`src/rtl/debounce_edge.sv`:
```
// Per-bit debouncer with rise/fall pulse outputs.
// Each channel publishes a new level only after the input has disagreed with
// the published level for p_STABLE_CYCLES consecutive clocks. A single
// agreeing sample restarts the count. Inputs must already be synchronized
// to i_clk.
module debounce_edge #(
    parameter int p_WIDTH         = 1,
    parameter int p_STABLE_CYCLES = 16,
    parameter int p_CNT_WIDTH     = 16
) (
    input  logic               i_clk,
    input  logic               i_rst_n,
    input  logic [p_WIDTH-1:0] iv_input,
    output logic [p_WIDTH-1:0] ov_state,
    output logic [p_WIDTH-1:0] ov_rise,
    output logic [p_WIDTH-1:0] ov_fall
);

    // Largest count the stability counter can represent plus one.
    localparam longint LP_CNT_SPAN = longint'(1) << p_CNT_WIDTH;

    // Terminal count: reaching it on a differing sample accepts the new level.
    // Counting starts at 0 on the first differing sample, so the counter never
    // needs to hold a value above p_STABLE_CYCLES-1.
    localparam logic [p_CNT_WIDTH-1:0] LP_LAST = p_CNT_WIDTH'(p_STABLE_CYCLES - 1);

    generate
        if (p_STABLE_CYCLES < 1 || longint'(p_STABLE_CYCLES) > LP_CNT_SPAN) begin : g_bad_param
            $error("debounce_edge: p_STABLE_CYCLES must lie in 1..2**p_CNT_WIDTH");
        end
    endgenerate

    genvar gi;
    generate
        for (gi = 0; gi < p_WIDTH; gi++) begin : g_chan
            logic [p_CNT_WIDTH-1:0] cnt_q, cnt_d;
            logic                   state_q, state_d;
            logic                   rise_q, rise_d;
            logic                   fall_q, fall_d;

            // Next-state: clear the count on agreement, advance it on
            // disagreement, and accept the new level at the terminal count.
            always_comb begin
                cnt_d   = '0;
                state_d = state_q;
                rise_d  = 1'b0;
                fall_d  = 1'b0;
                if (iv_input[gi] != state_q) begin
                    if (cnt_q == LP_LAST) begin
                        state_d = iv_input[gi];
                        rise_d  = iv_input[gi];
                        fall_d  = ~iv_input[gi];
                    end else begin
                        cnt_d = cnt_q + 1'b1;
                    end
                end
            end

            // Channel registers; reset discards any partial count immediately.
            always_ff @(posedge i_clk or negedge i_rst_n) begin
                if (!i_rst_n) begin
                    cnt_q   <= '0;
                    state_q <= 1'b0;
                    rise_q  <= 1'b0;
                    fall_q  <= 1'b0;
                end else begin
                    cnt_q   <= cnt_d;
                    state_q <= state_d;
                    rise_q  <= rise_d;
                    fall_q  <= fall_d;
                end
            end

            assign ov_state[gi] = state_q;
            assign ov_rise[gi]  = rise_q;
            assign ov_fall[gi]  = fall_q;
        end
    endgenerate

endmodule
```
`config.mk`:
```
export PLATFORM = sky130hd
export DESIGN_NAME = debounce_edge
export DESIGN_NICKNAME = d
export VERILOG_FILES = /design/src/rtl/debounce_edge.sv
export SDC_FILE = /design/constraint.sdc
export NUM_CORES = 1
export LEC_CHECK = 0
export ABC_CLOCK_PERIOD_IN_PS = 2050
export BUFFER_PORTS_ARGS = -buffer_cell sky130_fd_sc_hd__buf_2
export CAP_MARGIN = 20
export CELL_PAD_IN_SITES_DETAIL_PLACEMENT = 0
export CELL_PAD_IN_SITES_GLOBAL_PLACEMENT = 1
export CORE_MARGIN = 3
export CORE_UTILIZATION = 40
export CTS_CLUSTER_DIAMETER = 30
export DETAILED_ROUTE_END_ITERATION = 8
export PLACE_DENSITY = 0.78
export SLEW_MARGIN = 20
export SYNTH_ARGS = -nofsm -noshare
export SYNTH_HDL_FRONTEND = slang
export SYNTH_SLANG_ARGS = --single-unit
```
`constraint.sdc`:
```
create_clock -name i_clk -period 2.05 [get_ports i_clk]
set_clock_uncertainty 0.15 [all_clocks]
set_input_delay 0.3075 -clock i_clk [delete_from_list [all_inputs] [get_ports i_clk]]
set_output_delay 0.3075 -clock i_clk [all_outputs]
set_load 0.02 [all_outputs]
```
==> impl_metrics.toml, run 1 <==
[logic_synthesis]
synth_compound_area_share_pct = 1.47
synth_cell_type_count = 23
synth-async-reset-ratio_pct = 100
syn_nets = 92
yosysMostFrequentCell = "dfrtp_1"
synth_seq_cells = 19
synth_edf_count = 0
synth.avg_cell_area_um2 = 10.6
synth_top_family_by_area = "simple AND/OR/NAND/NOR gates"
ys.flop_type = "dfrtp_1"
synth_common_cells = "dfrtp_1 (19), nor2_1 (15), xnor2_1 (10)"
yosys.area_share.simple_pct = 29.2
syn_inst = 88
synthTopCellsByArea = "dfrtp_1 (51%), xnor2_1 (9.4%), nor2_1 (6.0%)"
synthXorXnorAreaFrac_pct = 13.1
ys_seq_area_share_pct = 50.9
synth_top_area_share_pct = 50.9
yosys_warnings = 0
synthMuxAreaShare_pct = 1.20
netlist_area_um2 = 935
synth_fa_ha_area_share_pct = 1.34
synth_top_cell_by_area = "dfrtp_1"

[die]
initial_utilization_pct = 44.9
die_y_um = 54.3
rows = 16
ios = 6
die_w_um = 54.3
core_mm2 = 0.00208
dieArea_mm2 = 0.00295

[sta]
layout_min_cycle_time_ns = 1.81
setup_tns_ns = 0
max_freq_mhz = 552
holdWs_ns = 0.0376
setup_viol = 0
hold_violations = 0
period_share_pct = 88.4
slew_viol_final = 0
tightest_slew_ns = 0.423
rsz0062_at_grt = "no"
slew_headroom_pct = 71.8

[finish]
final_nets = 101
syn2layout_area_growth_pct = 8.57
diodes = 0
drive_gt1_share_pct = 17.7

[global_route]
grt_pass1_wl_um = 2840
antenna_found_initial = 0
first_global_vias = 637
grt.total_usage_pct = 13.8
grt_max_degree = 20
grt_remaining_overflow = 0

[clock_network]
clockBufferDepth = 2
clock-sinks = 19
h-tree-depth = 1
cts_tree = "built"
cts-root-buf = "clkbuf_4"
cts_buffers = 3
clk-insertion-delay-late_ns = 0.31
clk_pin_slew_ns = 0.12

[route]
drc = 0
routed_wl_um = 1630
drtIter0Drc = 12
postRouteAntennaNets = 0
via_per_inst = 5.24
drt-wirelength-per-cell_um = 13.2
firstDrtPassIters = 4
vias = 644

[min_path]
holdCritPathClass = "input port to register"

[placement]
gp_congestion = 0.770
place_hpwl_um = 1130
io_buffer_count = 5

[power]
power_density_mw_per_mm2 = 631
peakVddDrop_v = 0.000329
power_leakage_uw = 0.000415

[flow_run]
max_cap_violations = 0

[worst_setup_path]
crit_path_start_kind = "register"
end_kind = "register"
arrival_ns = 1.85
worstPathRequired_ns = 2.09
path_max_fanout = 15
criticalPathCategory = "register to register"

[run_status]
status = "complete, no violations"
[registers in the layout (all words and copies together) (netlist names)]
register and flops:
g_chan.cnt_q 16, ov_fall 1, ov_rise 1, ov_state 1
[cells by family (layout without fill, tap and decap cells)]
kind of cell / Yosys count / count (layout)
simple gates: 47 / 47
flops: 19 / 19
xor+xnor: 14 / 14
mux: 1 / 1
compound gates: 2 / 2
fa+ha+maj: 1 / 1
buf+inv: 4 / 12
[through the flow]
| step | cells | util [%] | total power, µW | instance area (µm²) | setup slack [ns] |
|---|---|---|---|---|---|
| 3_5_place_dp | 118 | 46.8 | 448 | 975 | 0.260 |
| 2_1_floorplan | 88 | - | 433 | 935 | 0.447 |
| 3_3_place_gp | 118 | 46.8 | 448 | 975 | 0.290 |
| 5_1_grt | 123 | 48.7 | 672 | 1010 | 0.0955 |
| 4_1_cts | 123 | 48.7 | 653 | 1010 | 0.224 |
| 6_report | 123 | 48.7 | 641 | 1010 | 0.238 |
[layer usage]
metal	GRT usage, %	wire length, µm	vias up
met5	0	0	-
met1	19.2	858	308
met2	19.5	681	13
li1	-	-	321
met4	3.73	11	0
met3	5.72	78	2
[power by group]
group | leakage (µW) | internal [µW] | switching [µW]
sequential | 0.000261 | 385 | 13.7
combinational | 0.000141 | 15.1 | 27.1
clock | 0.0000139 | 74.5 | 125
total | 0.000415 | 475 | 166
[cell usage in the layout, fill, tap and decap left out, types with 3 or more instances in the layout]
cell      count
buf_2         5
clkbuf_4      3
dfrtp_1      19
nand2_1       5
nand3_1       4
nand4_1       5
nor2_1       15
nor3_1        4
nor4_1        3
nor4_2        3
xnor2_1      10
xor2_1        4
[worst max-delay path, cell delays in order (launching register included)]
cell and delay, ns:
dfrtp_1 0.43, ha_1 0.24, and3_1 0.22, nand4_1 0.23, nand2_2 0.33, nor2_1 0.10
[worst paths after layout]
kind | startpoint | to | slack [ns] | cells after the start
max in group asynchronous | i_rst_n | g_chan[0].cnt_q[2]$_DFF_PN0_ | 1.15 | 2
min in group asynchronous | i_rst_n | g_chan[0].cnt_q[11]$_DFF_PN0_ | 0.30 | 2
hold / removal | iv_input | ov_fall$_DFF_PN0_ | 0.04 | 2
setup reg to reg | g_chan[0].cnt_q[0]$_DFF_PN0_ | g_chan[0].cnt_q[6]$_DFF_PN0_ | 0.24 | 5
hold reg to reg | g_chan[0].cnt_q[0]$_DFF_PN0_ | g_chan[0].cnt_q[0]$_DFF_PN0_ | 0.38 | 1
setup / recovery | g_chan[0].cnt_q[0]$_DFF_PN0_ | g_chan[0].cnt_q[6]$_DFF_PN0_ | 0.24 | 5
[repair_timing]
action	in CTS	in global routing
resized for setup	0	0
setup buffers	0	0
hold buffers	1	0
hold endpoints to repair	19	0
[area by class of cell]
| type | instances | area, µm² |
|---|---|---|
| fillers | 210 | 1070 |
| flip-flops and latches | 19 | 475 |
| multi-input cells | 65 | 433 |
| repair buffers | 6 | 35.0 |
| well taps | 27 | 33.8 |
| clock buffers | 3 | 22.5 |
| clock inverters | 1 | 7.51 |
| inverters | 2 | 7.51 |
No activity file was read; power rests on OpenSTA's default activity.
==> run 2: changes to the inputs <==
PLACE_DENSITY = 0.69   (was 0.78)
==> impl_metrics.toml, run 2 (synthesized netlist as in run 1, its figures left out) <==
[run_status]
status = "complete, no violations"

[finish]
largest_reg_flops = 16
final_cell_mix = "dfrtp_1 (19), nor2_1 (15), xnor2_1 (10)"
fill_cells = 203
syn2layout_area_growth_pct = 10.6
diodes = 0
post_layout_nonfiller_instances = 126
drive_gt1_share_pct = 19.2
final_common_cell = "dfrtp_1"
top_register = "g_chan.cnt_q"
final_nets = 104

[sta]
slew_viol_final = 0
setup_tns_ns = 0
rsz0062_at_grt = "no"
max_freq_mhz = 556
slew_headroom_pct = 71.8
setup_viol = 0
tightest_slew_ns = 0.424
hold_violations = 0
layout_min_cycle_time_ns = 1.80
period_share_pct = 87.8

[worst_setup_path]
critPathBufInv = 0
path_cells = "ha_1, and3_1, nand4_1, nand2_2, nor2_1"
criticalPathCategory = "register to register"
cp_slowest_cell = "dfrtp_1"
crit_path_start_kind = "register"
end_kind = "register"
path_max_fanout = 15
arrival_ns = 1.83
critPathTopFamily = "simple AND/OR/NAND/NOR gates"
worstPathRequired_ns = 2.08
critPathMaxStageDelay_ns = 0.42

[power]
power_switching_share_pct = 24.1
power_leakage_uw = 0.000433
switchingPower_uw = 151
peakVddDrop_v = 0.000365
power_frac_seq_pct = 63.6
clkPwrFrac_pct = 29.5
power_density_mw_per_mm2 = 607
power_frac_comb_pct = 6.9
internal_power_uw = 476

[die]
core_mm2 = 0.00208
die_y_um = 54.3
ios = 6
initial_utilization_pct = 44.9
dieArea_mm2 = 0.00295
rows = 16
die_w_um = 54.3

[route]
drc = 0
postRouteAntennaNets = 0
firstDrtPassIters = 3
via_per_inst = 5.25
drt-wirelength-per-cell_um = 13.4
drt-met1-wl_um = 806
vias = 661
drtIter0Drc = 3
highest_layer = "met4"
met3WireLength_um = 54
dr_wl_met2_um = 792
routed_wl_um = 1680

[clock_network]
cts_tree = "built"
h-tree-depth = 1
clk-insertion-delay-late_ns = 0.30
clockBufferDepth = 2
cts_resized = 0
clk_pin_slew_ns = 0.10
cts_buffers = 3
clock-sinks = 19
post_cts_buffers = 0
hold_buffers = 1
cts-root-buf = "clkbuf_4"

[global_route]
grt_remaining_overflow = 0
grt.total_usage_pct = 15.1
grt_pass1_wl_um = 3060
antenna_found_initial = 0
first_global_vias = 664
grt_max_degree = 20

[placement]
gp_congestion = 0.748
dp_cells = 121
place_hpwl_um = 1260
io_buffer_count = 5

[min_path]
holdCritPathClass = "input port to register"

[flow_run]
max_cap_violations = 0
==> run 2: cell count changes in the layout (fill, tap and decap cells not counted), sizes merged <==
cell	previous run	this run
buf	5	8
clkbuf	3	4
clkinvlp	1	0
==> run 2: power by group through the flow <==
stage | Sequential (µW) | Clock, µW | Combinational [µW]
3_5_place_dp | 407 | 0 | 43.5
6_report | 399 | 185 | 43.3
3_3_place_gp | 407 | 0 | 43.2
5_1_grt | 401 | 222 | 51.6
4_1_cts | 399 | 197 | 45.3
2_1_floorplan | 404 | 0 | 28.7
==> run 2: cell type report <==
cell class	instances	area, µm²	area share [%]
clock buffers	4	26.3	2.54
repair buffers	9	57.6	5.57
multi-input cells	65	433	41.9
well taps	27	33.8	3.27
flip-flops and latches	19	475	46.0
inverters	2	7.51	0.726
==> run 2: through the flow <==
step	utilization (%)	setup WS, ns	power, µW	hold slack, ns	area, µm²
2_1_floorplan	-	0.447	433	-0.138	935
3_3_place_gp	47.9	0.255	450	0.117	997
3_5_place_dp	47.9	0.241	450	0.126	997
4_1_cts	49.6	0.231	642	0.0499	1030
5_1_grt	49.6	0.0850	675	0.0412	1030
6_report	49.6	0.250	628	0.0600	1030
==> run 2: metal layers <==
| metal | GRT usage, % | vias up |
|---|---|---|
| met5 | 0 | - |
| met4 | 7.47 | 0 |
| met2 | 22.7 | 5 |
| met1 | 18.8 | 319 |
| li1 | - | 332 |
| met3 | 5.72 | 5 |
==> run 2: worst register-to-register path: cells and delay by family (launching register included) <==
family	cells	cell delay [ns]
and+or+nand+nor	4	0.87
DFF	1	0.42
adders and majority gates	1	0.25
==> run 2: worst paths after layout <==
path                                         startpoint                            to  slack [ns]  cells after the start
min                                            iv_input             ov_fall$_DFF_PN0_        0.06                      2
min reg2reg                g_chan[0].cnt_q[0]$_DFF_PN0_  g_chan[0].cnt_q[0]$_DFF_PN0_        0.37                      1
max in group asynchronous                       i_rst_n  g_chan[0].cnt_q[0]$_DFF_PN0_        1.13                      2
max                        g_chan[0].cnt_q[0]$_DFF_PN0_  g_chan[0].cnt_q[6]$_DFF_PN0_        0.25                      5
min in group asynchronous                       i_rst_n  g_chan[0].cnt_q[2]$_DFF_PN0_        0.32                      2
max reg2reg                g_chan[0].cnt_q[0]$_DFF_PN0_  g_chan[0].cnt_q[6]$_DFF_PN0_        0.25                      5
